`src/rtl/face_point_gen_if.sv`:
```
// face_point_gen_if: read port toward the mesh RAM plus the face-point
// output stream. The face-point stage drives the master side.
interface face_point_gen_if;
   logic        mem_en;
   logic        mem_wr;
   logic [3:0]  mem_we;
   logic [31:0] mem_din;
   logic [10:0] mem_addr;
   logic [31:0] mem_dout;
   logic        fp_valid;
   logic        fp_ready;
   logic [31:0] fp_x;
   logic [31:0] fp_y;
   logic [31:0] fp_z;
   logic [8:0]  fp_face;

   modport master (
      output mem_en, mem_wr, mem_we, mem_din, mem_addr,
      input  mem_dout,
      output fp_valid, fp_x, fp_y, fp_z, fp_face,
      input  fp_ready
   );

   modport slave (
      input  mem_en, mem_wr, mem_we, mem_din, mem_addr,
      output mem_dout,
      input  fp_valid, fp_x, fp_y, fp_z, fp_face,
      output fp_ready
   );
endinterface

```
`src/rtl/face_point_gen.sv`:
```
// face_point_gen: walks the quad face table in the mesh RAM, fetches the four
// vertices of each face and emits the centroid (sum of 4 signed Q16.16
// coordinates, shifted right by 2) on a valid/ready stream.
// Optional macro FACE_POINT_ROUND_EN: round to nearest (ties toward +inf)
// instead of flooring. Latency and interface are the same in both builds.
module face_point_gen #(
   parameter logic [10:0] FACE_BASE = 11'h000,
   parameter logic [10:0] VERT_BASE = 11'h200
) (
   input  logic             clk,
   input  logic             rst_n,
   input  logic             start,
   input  logic [8:0]       num_faces,
   output logic             busy,
   output logic             done,
   face_point_gen_if.master bus
);

   typedef enum logic [2:0] {
      IDLE, RD_IDX, WAIT_IDX, RD_VTX, WAIT_VTX, OUT, DONE
   } state_t;

   // Describes what the read issued last cycle returns this cycle.
   typedef enum logic [1:0] {CAP_NONE, CAP_IDX, CAP_VTX} cap_t;

   state_t             state, state_nxt;
   cap_t               cap_kind;
   logic [1:0]         cap_sel;
   logic [8:0]         face_cnt;
   logic [8:0]         face_total;
   logic [1:0]         idx_k;
   logic [1:0]         vtx_v;
   logic [1:0]         vtx_c;
   logic [8:0]         idx [4];
   logic signed [33:0] sum_x, sum_y, sum_z;
   logic signed [33:0] sum_x_nxt, sum_y_nxt, sum_z_nxt;
   logic signed [33:0] word_ext;
   logic [10:0]        vtx_off;
   logic               last_face;

   // Sum of four vertices divided by four, floored or rounded.
   function automatic logic [31:0] scale(input logic signed [33:0] s);
      logic signed [33:0] t;
`ifdef FACE_POINT_ROUND_EN
      t = s + 34'sd2;
`else
      t = s;
`endif
      t = t >>> 2;
      return t[31:0];
   endfunction

   assign word_ext  = {{2{bus.mem_dout[31]}}, bus.mem_dout};
   assign vtx_off   = {2'b00, idx[vtx_v]} * 11'd3;
   assign last_face = ({1'b0, face_cnt} + 10'd1) >= {1'b0, face_total};

   // The RAM port is read-only from this stage.
   assign bus.mem_wr  = 1'b0;
   assign bus.mem_we  = 4'h0;
   assign bus.mem_din = 32'h0;

   // State register.
   always_ff @(posedge clk or negedge rst_n) begin
      // NOTE: sequential state uses non-blocking assignments so every flop
      // samples the pre-edge values regardless of statement order.
      if (!rst_n) state <= IDLE;
      else        state <= state_nxt;
   end

   // Next-state decode and the combinational outputs of each state.
   always_comb begin
      // NOTE: every output gets a default up front so no path leaves a
      // variable unassigned, which would otherwise infer a latch.
      state_nxt    = state;
      busy         = 1'b0;
      done         = 1'b0;
      bus.mem_en   = 1'b0;
      bus.mem_addr = 11'h000;
      bus.fp_valid = 1'b0;
      case (state)
         IDLE: begin
            if (start) state_nxt = (num_faces == 9'd0) ? DONE : RD_IDX;
         end
         RD_IDX: begin
            busy         = 1'b1;
            bus.mem_en   = 1'b1;
            bus.mem_addr = FACE_BASE + {face_cnt, 2'b00} + {9'd0, idx_k};
            if (idx_k == 2'd3) state_nxt = WAIT_IDX;
         end
         WAIT_IDX: begin
            busy      = 1'b1;
            state_nxt = RD_VTX;
         end
         RD_VTX: begin
            busy         = 1'b1;
            bus.mem_en   = 1'b1;
            bus.mem_addr = VERT_BASE + vtx_off + {9'd0, vtx_c};
            if (vtx_v == 2'd3 && vtx_c == 2'd2) state_nxt = WAIT_VTX;
         end
         WAIT_VTX: begin
            busy      = 1'b1;
            state_nxt = OUT;
         end
         OUT: begin
            busy         = 1'b1;
            bus.fp_valid = 1'b1;
            if (bus.fp_ready) state_nxt = last_face ? DONE : RD_IDX;
         end
         DONE: begin
            done      = 1'b1;
            state_nxt = IDLE;
         end
         default: state_nxt = IDLE;
      endcase
   end

   // Accumulators: cleared on entry to RD_IDX, otherwise fold in the
   // returned vertex word for the component read in the previous cycle.
   always_comb begin
      sum_x_nxt = sum_x;
      sum_y_nxt = sum_y;
      sum_z_nxt = sum_z;
      if (state_nxt == RD_IDX && state != RD_IDX) begin
         sum_x_nxt = '0;
         sum_y_nxt = '0;
         sum_z_nxt = '0;
      end else if (cap_kind == CAP_VTX) begin
         case (cap_sel)
            2'd0:    sum_x_nxt = sum_x + word_ext;
            2'd1:    sum_y_nxt = sum_y + word_ext;
            default: sum_z_nxt = sum_z + word_ext;
         endcase
      end
   end

   // Datapath: read counters, capture tags, index/sum registers, outputs.
   always_ff @(posedge clk or negedge rst_n) begin
      if (!rst_n) begin
         cap_kind    <= CAP_NONE;
         cap_sel     <= 2'd0;
         face_cnt    <= 9'd0;
         face_total  <= 9'd0;
         idx_k       <= 2'd0;
         vtx_v       <= 2'd0;
         vtx_c       <= 2'd0;
         sum_x       <= '0;
         sum_y       <= '0;
         sum_z       <= '0;
         bus.fp_x    <= 32'h0;
         bus.fp_y    <= 32'h0;
         bus.fp_z    <= 32'h0;
         bus.fp_face <= 9'd0;
         // NOTE: idx is only four registers, not a RAM macro, so it is
         // reset like any other flop to give a defined post-reset state.
         for (int i = 0; i < 4; i++) idx[i] <= 9'd0;
      end else begin
         sum_x <= sum_x_nxt;
         sum_y <= sum_y_nxt;
         sum_z <= sum_z_nxt;

         case (state)
            RD_IDX: begin
               cap_kind <= CAP_IDX;
               cap_sel  <= idx_k;
            end
            RD_VTX: begin
               cap_kind <= CAP_VTX;
               cap_sel  <= vtx_c;
            end
            default: begin
               cap_kind <= CAP_NONE;
               cap_sel  <= 2'd0;
            end
         endcase

         if (cap_kind == CAP_IDX) idx[cap_sel] <= bus.mem_dout[8:0];

         if (state == RD_IDX) idx_k <= idx_k + 2'd1;
         else                 idx_k <= 2'd0;

         if (state == RD_VTX) begin
            if (vtx_c == 2'd2) begin
               vtx_c <= 2'd0;
               vtx_v <= vtx_v + 2'd1;
            end else begin
               vtx_c <= vtx_c + 2'd1;
            end
         end else begin
            vtx_c <= 2'd0;
            vtx_v <= 2'd0;
         end

         if (state == IDLE && start) begin
            face_cnt   <= 9'd0;
            face_total <= num_faces;
         end else if (state == OUT && bus.fp_ready && !last_face) begin
            face_cnt <= face_cnt + 9'd1;
         end

         if (state == WAIT_VTX) begin
            bus.fp_x    <= scale(sum_x_nxt);
            bus.fp_y    <= scale(sum_y_nxt);
            bus.fp_z    <= scale(sum_z_nxt);
            bus.fp_face <= face_cnt;
         end
      end
   end

endmodule

```
`src/flat_wrapper.sv`:
```
// flat-port wrapper written by rule: the top's interface ports become plain ports
module face_point_gen_flat 
#(
   parameter logic [10:0] FACE_BASE = 11'h000,
   parameter logic [10:0] VERT_BASE = 11'h200
)
  (clk, rst_n, start, num_faces, busy, done, bus_mem_en, bus_mem_wr, bus_mem_we, bus_mem_din, bus_mem_addr, bus_mem_dout, bus_fp_valid, bus_fp_x, bus_fp_y, bus_fp_z, bus_fp_face, bus_fp_ready);
  face_point_gen_if bus_i ();
  input  logic clk;
  input  logic rst_n;
  input  logic start;
  input  logic [8:0] num_faces;
  output logic busy;
  output logic done;
  output wire logic [$bits(bus_i.mem_en)-1:0] bus_mem_en;
  output wire logic [$bits(bus_i.mem_wr)-1:0] bus_mem_wr;
  output wire logic [$bits(bus_i.mem_we)-1:0] bus_mem_we;
  output wire logic [$bits(bus_i.mem_din)-1:0] bus_mem_din;
  output wire logic [$bits(bus_i.mem_addr)-1:0] bus_mem_addr;
  input wire logic [$bits(bus_i.mem_dout)-1:0] bus_mem_dout;
  output wire logic [$bits(bus_i.fp_valid)-1:0] bus_fp_valid;
  output wire logic [$bits(bus_i.fp_x)-1:0] bus_fp_x;
  output wire logic [$bits(bus_i.fp_y)-1:0] bus_fp_y;
  output wire logic [$bits(bus_i.fp_z)-1:0] bus_fp_z;
  output wire logic [$bits(bus_i.fp_face)-1:0] bus_fp_face;
  input wire logic [$bits(bus_i.fp_ready)-1:0] bus_fp_ready;
  assign bus_mem_en = bus_i.mem_en;
  assign bus_mem_wr = bus_i.mem_wr;
  assign bus_mem_we = bus_i.mem_we;
  assign bus_mem_din = bus_i.mem_din;
  assign bus_mem_addr = bus_i.mem_addr;
  assign bus_i.mem_dout = bus_mem_dout;
  assign bus_fp_valid = bus_i.fp_valid;
  assign bus_fp_x = bus_i.fp_x;
  assign bus_fp_y = bus_i.fp_y;
  assign bus_fp_z = bus_i.fp_z;
  assign bus_fp_face = bus_i.fp_face;
  assign bus_i.fp_ready = bus_fp_ready;
  face_point_gen #(.FACE_BASE(FACE_BASE), .VERT_BASE(VERT_BASE)) u_core (.clk(clk), .rst_n(rst_n), .start(start), .num_faces(num_faces), .busy(busy), .done(done), .bus(bus_i));
endmodule
```
`config.mk`:
```
export PLATFORM = sky130hd
export DESIGN_NAME = face_point_gen_flat
export DESIGN_NICKNAME = d
export VERILOG_FILES = /design/src/rtl/face_point_gen_if.sv /design/src/rtl/face_point_gen.sv /design/src/flat_wrapper.sv
export SDC_FILE = /design/constraint.sdc
export NUM_CORES = 1
export LEC_CHECK = 0
export BUFFER_PORTS_ARGS = -buffer_cell sky130_fd_sc_hd__buf_2
export CAP_MARGIN = 20
export CORE_MARGIN = 5
export CORE_UTILIZATION = 32
export CTS_CLUSTER_SIZE = 40
export DETAILED_ROUTE_END_ITERATION = 16
export GPL_TIMING_DRIVEN = 0
export PLACE_DENSITY_LB_ADDON = 0.12
export REMOVE_ABC_BUFFERS = 1
export SLEW_MARGIN = 5
export SYNTH_ARGS = -nofsm -noshare
export SYNTH_HDL_FRONTEND = slang
export SYNTH_SLANG_ARGS = --single-unit
```
`constraint.sdc`:
```
create_clock -name clk -period 5.4 [get_ports clk]
set_input_delay 1.08 -clock clk [delete_from_list [all_inputs] [get_ports clk]]
set_output_delay 1.08 -clock clk [all_outputs]
set_load 0.02 [all_outputs]
```
After elaboration in Yosys (flattened, before gate mapping)
Index checks and enable logic that the tools add are counted.
{ "classes": {"n_mul": 1, "eq_ne": 16, "addsub": 11, "magnitude_cmp": 4, "n_bitwise": 2, "n_reduce_logical": 20, "mux": 36} }
{ "op_table": {"columns": ["cell", "count"], "rows": [
  ["$mux W34", 9],
  ["$add A34 B32 Y34", 3],
  ["$mux W9", 5],
  ["$bwmux W36", 1],
  ["$add A11 B2 Y11", 2],
  ["$pmux W11 S2", 1],
  ["$bmux W9 S2", 1],
  ["$demux W9 S2", 1],
  ["$mux W3", 6],
  ["$pmux W3 S6", 1],
  ["$add A10 B11 Y11 const A", 1],
  ["$mul A9 B2 Y11 const B", 1],
  ["$add A9 B1 Y10 const B", 1],
  ["$ge A10 B9 Y1", 1],
  ["$mux W2", 5],
  ["$add A9 B1 Y9 const B", 1],
  ["$eq A3 B3 Y1 const B", 3],
  ["$logic_not A9 Y1", 1],
  ["$eq A2 B2 Y1 const B", 4],
  ["$pmux W2 S2", 2],
  ["$reduce_bool A2 Y1", 4],
  ["$add A2 B1 Y2 const B", 3],
  ["$eq A3 B1 Y1 const B", 2],
  ["$eq A3 B2 Y1 const B", 2],
  ["other kinds (14)", 29]
]} }
{ "word_totals": {"output_inout_bits": 157, "regBits": 274, "input_bits": 45} }

Longest topological paths before layout
{ "depth": {"depth_word": 9, "ltp_mapped": 16} }

Least setup slack after synthesis
Ideal clock, no wire load.
{ "synth_timing": {"kind": "register -> output", "startpoint": "register u_core.vtx_v[0]", "endpoint": "output bus_mem_addr[9]", "slack_ns": 0.201, "stages_incl_launch_ff": 16, "arrival_time_ns": 4.119, "path_buffers": 1, "cell_sequence": "dfrtp_1 -> clkbuf_1 -> mux4_2 -> fa_1 -> ha_1 -> fa_1 -> a21oi_1 -> o21bai_1 -> a21oi_1 -> nor2_1 -> nor2_1 -> nor2b_1 -> o21ai_0 -> nand2_1 -> xor2_1 -> a211oi_1"} }
{ "synth_via": {"elab_chain_len": 8} }
{ "synth_lines": {"columns": ["element", "line", "source"], "rows": [
  ["start: declaration", "face_point_gen.sv:32", "logic [1:0] vtx_v;"],
  ["start signal: assignment", "face_point_gen.sv:184", "vtx_v <= vtx_v + 2'd1;"],
  ["$not A2 Y3 (not written as such)", "face_point_gen.sv:54", "assign vtx_off = {2'b00, idx[vtx_v]} * 11'd3;"],
  ["$bmux W9 S2", "face_point_gen.sv:54", null],
  ["$mux W9 (not written as such) (2 in a row)", "face_point_gen.sv:54", null],
  ["$mul A9 B2 Y11", "face_point_gen.sv:54", null],
  ["$add A10 B11 Y11", "face_point_gen.sv:97", "bus.mem_addr = VERT_BASE + vtx_off + {9'd0, vtx_c};"],
  ["$add A11 B2 Y11", "face_point_gen.sv:97", null],
  ["$pmux W11 S2", "face_point_gen.sv:80", "case (state)"],
  ["end: declaration", "flat_wrapper.sv:19", "output wire logic [$bits(bus_i.mem_addr)-1:0] bus_mem_addr;"]
]} }
Every way passes these cells. The select of a mux whose other input is x is not followed.

Final worst setup path
{ "layout_timing": {"startpoint": "register u_core.vtx_v[0]", "endpoint": "output bus_mem_addr[10]"} }
The elaborated chain is that of the path after synthesis.

==> impl_metrics.tcl <==
set metrics [dict create \
    syn_avg_cell_area_um2 9.37 \
    clock_tree.root_cell "clkbuf_16" \
    cp_data_required_time_ps 4320 \
    rsz0062_at_grt "yes" \
    vias 13800 \
    crit_family "multiplexers" \
    globalplace.congestion 0.818 \
    dieHeight_um 242 \
    synth_edf_count 0 \
    slew_violations 0 \
    maxCapViolCount 0 \
    drt_iter0_drc 790 \
    grt.total_usage_pct 16.6 \
    max_slew_margin_pct 41.3 \
    p_leak_nw 9.38 \
    fmax_ghz 0.195 \
    tightest_slew_ps 878 \
    area_growth_pct 15.9 \
    timing.final.crit_share_pct 95.1 \
    fillCellCount 5461 \
    port_buffers 164 \
    fin_worst_skew_ps 21.3 \
    mostFrequentLayoutCell "dfrtp_1" \
    antenna_left 0 \
    cp_slowest_cell "mux4_2" \
    cts_buffer_depth 3 \
    first_pass_iters 7 \
    grt_max_degree 107 \
    criticalPathCategory "flop to primary output" \
    end_kind "primary output" \
    htree_levels 2 \
    period_minus_slack_ps 5140 \
    rows 85 \
    wl_per_cell_um 18.5 \
    powerDensity_nw_per_um2 691 \
    numCtsBuffers 34 \
    io_pins 202 \
    drcViolationCount 0 \
    critPathArrivalTime_ps 4060 \
    grt_overflow 0 \
    via_per_inst 5.10 \
    path_buf_inv 1 \
    final_cell_mix "dfrtp_1, nand2_1, buf_2, a21oi_1, nor2_1" \
    synth_async_sr_flop_share_pct 100 \
    vdd_drop_max_mv 0.331 \
    clk_pin_slew_ps 60 \
    status "finished, final reports clean" \
    dp_hpwl_mm 37.3 \
    setup_violations 0 \
    hold_buffers 0 \
    nNetsFinal 2158 \
    final_core_utilization_pct 37.3 \
    hold_viol_final 0 \
    cts_tree "built" \
    fin_area_um2 20000 \
    clock_latency_ps 550 \
    start_kind "flop" \
    min-delay-path-class "flop to flop" \
    start_util_pct 32.2 \
    startpoint "u_core.vtx_v[0]" \
    totalWireLength_mm 50.0 \
    worstReg2RegStart "u_core.face_cnt[0]" \
    yosysWarnings 0 \
    synth-seq-cells 274 \
    crit_path_cell_trace "mux4_2 > fa_1 > ha_1 > a21o_1 > a21oi_2 > o21bai_1 > a21oi_2 > o21bai_1 > a21oi_1 > mux2i_1 > mux2i_1 > nor2_1 > buf_2" \
    yosysSeqAreaShare_pct 39.8 \
    total_power_mw 13.8 \
    antenna_found_initial 1 \
    synth_area_um2 17200 \
    grt_pass1_wl_mm 79.2 \
    synth_cell_type_count 80 \
    synthFlopType "dfrtp_1" \
    slowest_delay_ps 560 \
    core-area_um2 53600 \
    drive_gt1_share_pct 18.9 \
    synthCells 1840 \
    finalSetupTns_ps 0 \
    min_from "u_core.bus.fp_face[8]" \
    cts.sinks 274 \
    grt_pass1_vias 13800 \
    placed_area_um2 18800 \
    worstPathMaxFanout 4 \
    dieArea_um2 58600 \
    die_width_um 242 \
]
worst paths after layout:
kind | end | slack, ps | cells after the start
worst max-delay path | bus_mem_addr[10] | 260 | 13
worst min-delay path | u_core.bus.fp_face[8] | 460 | 2
worst max register to register | u_core.bus.fp_y[6] | 1220 | 17
worst min register to register | u_core.bus.fp_face[8] | 460 | 2
max in group asynchronous | u_core.bus.fp_x[31] | 3710 | 2
min in group asynchronous | u_core.idx[9] | 580 | 1
where the power goes:
group | leakage [nW] | switching, mW | internal [mW]
clock network | 0.549 | 0.948 | 1.40
registers | 3.34 | 0.594 | 3.02
logic | 5.49 | 4.67 | 3.19
total | 9.38 | 6.21 | 7.60
repair_timing:
action,4_1_cts,5_1_grt
pin swaps,1,6
gates resized for setup,5,6
setup buffers,2,0
endpoints found under the setup margin,4,2
area by class of cell:
cell class	instances	area (µm²)	share of cell area, %
flip-flops and latches	274	6860	34.3
clock buffers	47	960	4.80
multi-input cells	1444	9830	49.2
well taps	696	871	4.36
inverters	33	124	0.619
clock inverters	14	171	0.857
repair buffers	192	1170	5.86
diodes	1	2.50	0.0125
tightest hold or removal path: stages, from the launching register on:
cell	delay [ps]
dfrtp_1	330
nand2_1	50
nand2_1	50
metrics by stage:
stage / hold slack [ps] / instances / worst slack (ps)
after global routing: 506 / 2701 / -4.84
after CTS: 473 / 2700 / 1.78
final: 464 / 2701 / 263
after floorplan: 438 / 1751 / -2240
after global placement: 458 / 2611 / -8850
after detailed placement: 460 / 2637 / 34.0
logic make-up (layout without fill, tap and decap cells):
kind of cell             after synthesis  count (layout)  share of synthesized area, %
AND/OR/NAND/NOR                      561             561                          14.6
AO/OA/AOI/OAI                        495             495                          18.1
flip-flops                           274             274                          39.8
buffers and inverters                158             286                          4.39
adder cells (fa/ha/maj)              134             134                          9.94
multiplexers                         120             120                          8.23
XOR/XNOR                              97              97                          4.93
other                                  1              38                        0.0217
cells in the mapped netlist (all sizes together) (3+ instances only):
cell type,count,area (µm²)
a2111oi,4,41.3
a211o,4,35.0
a211oi,30,225
a21boi,3,22.5
a21o,61,458
a21oi,160,801
a221o,4,40.0
a221oi,3,26.3
a311oi,6,65.1
a31o,5,43.8
a31oi,23,159
a41o,5,50.1
a41oi,3,26.3
and2,13,81.3
and3,22,143
and4,5,43.8
buf,52,359
clkbuf,73,274
dfrtp,274,6860
fa,5,100
ha,129,1610
inv,33,124
mux2,84,946
mux2i,27,270
mux4,9,203
nand2,251,945
nand2b,9,56.3
nand3,26,130
nand3b,4,30.0
nand4,16,100
nor2,146,548
nor2b,14,87.6
nor3,33,165
nor4,4,31.3
o211ai,11,82.6
o21a,13,97.6
o21ai,115,579
o21bai,9,67.6
o31a,4,36.3
o31ai,15,118
o41ai,3,33.8
or2,5,31.3
or3,3,18.8
xnor2,66,578
xor2,31,272
state kept, by name, summed over array words and instances (netlist names):
| register | cells |
|---|---|
| u_core.sum_x | 34 |
| u_core.face_total | 9 |
| u_core.sum_z | 34 |
| u_core.bus.fp_x | 32 |
| u_core.face_cnt | 9 |
| u_core.bus.fp_face | 9 |
| u_core.vtx_c | 2 |
| u_core.idx_k | 2 |
| u_core.cap_sel | 2 |
| u_core.sum_y | 34 |
| u_core.state | 3 |
| u_core.bus.fp_z | 32 |
| u_core.cap_kind | 2 |
| u_core.bus.fp_y | 32 |
| u_core.idx | 36 |
| u_core.vtx_v | 2 |
per-layer routing:
metal	share of wire, %	vias to the layer above	global-route usage [%]
met5	0	-	0
met4	1.7	0	3.79
met3	3.8	52	2.67
met2	46	264	27.0
met1	49	6628	23.5
li1	-	6824	-
(Power assumes the default switching activity.)
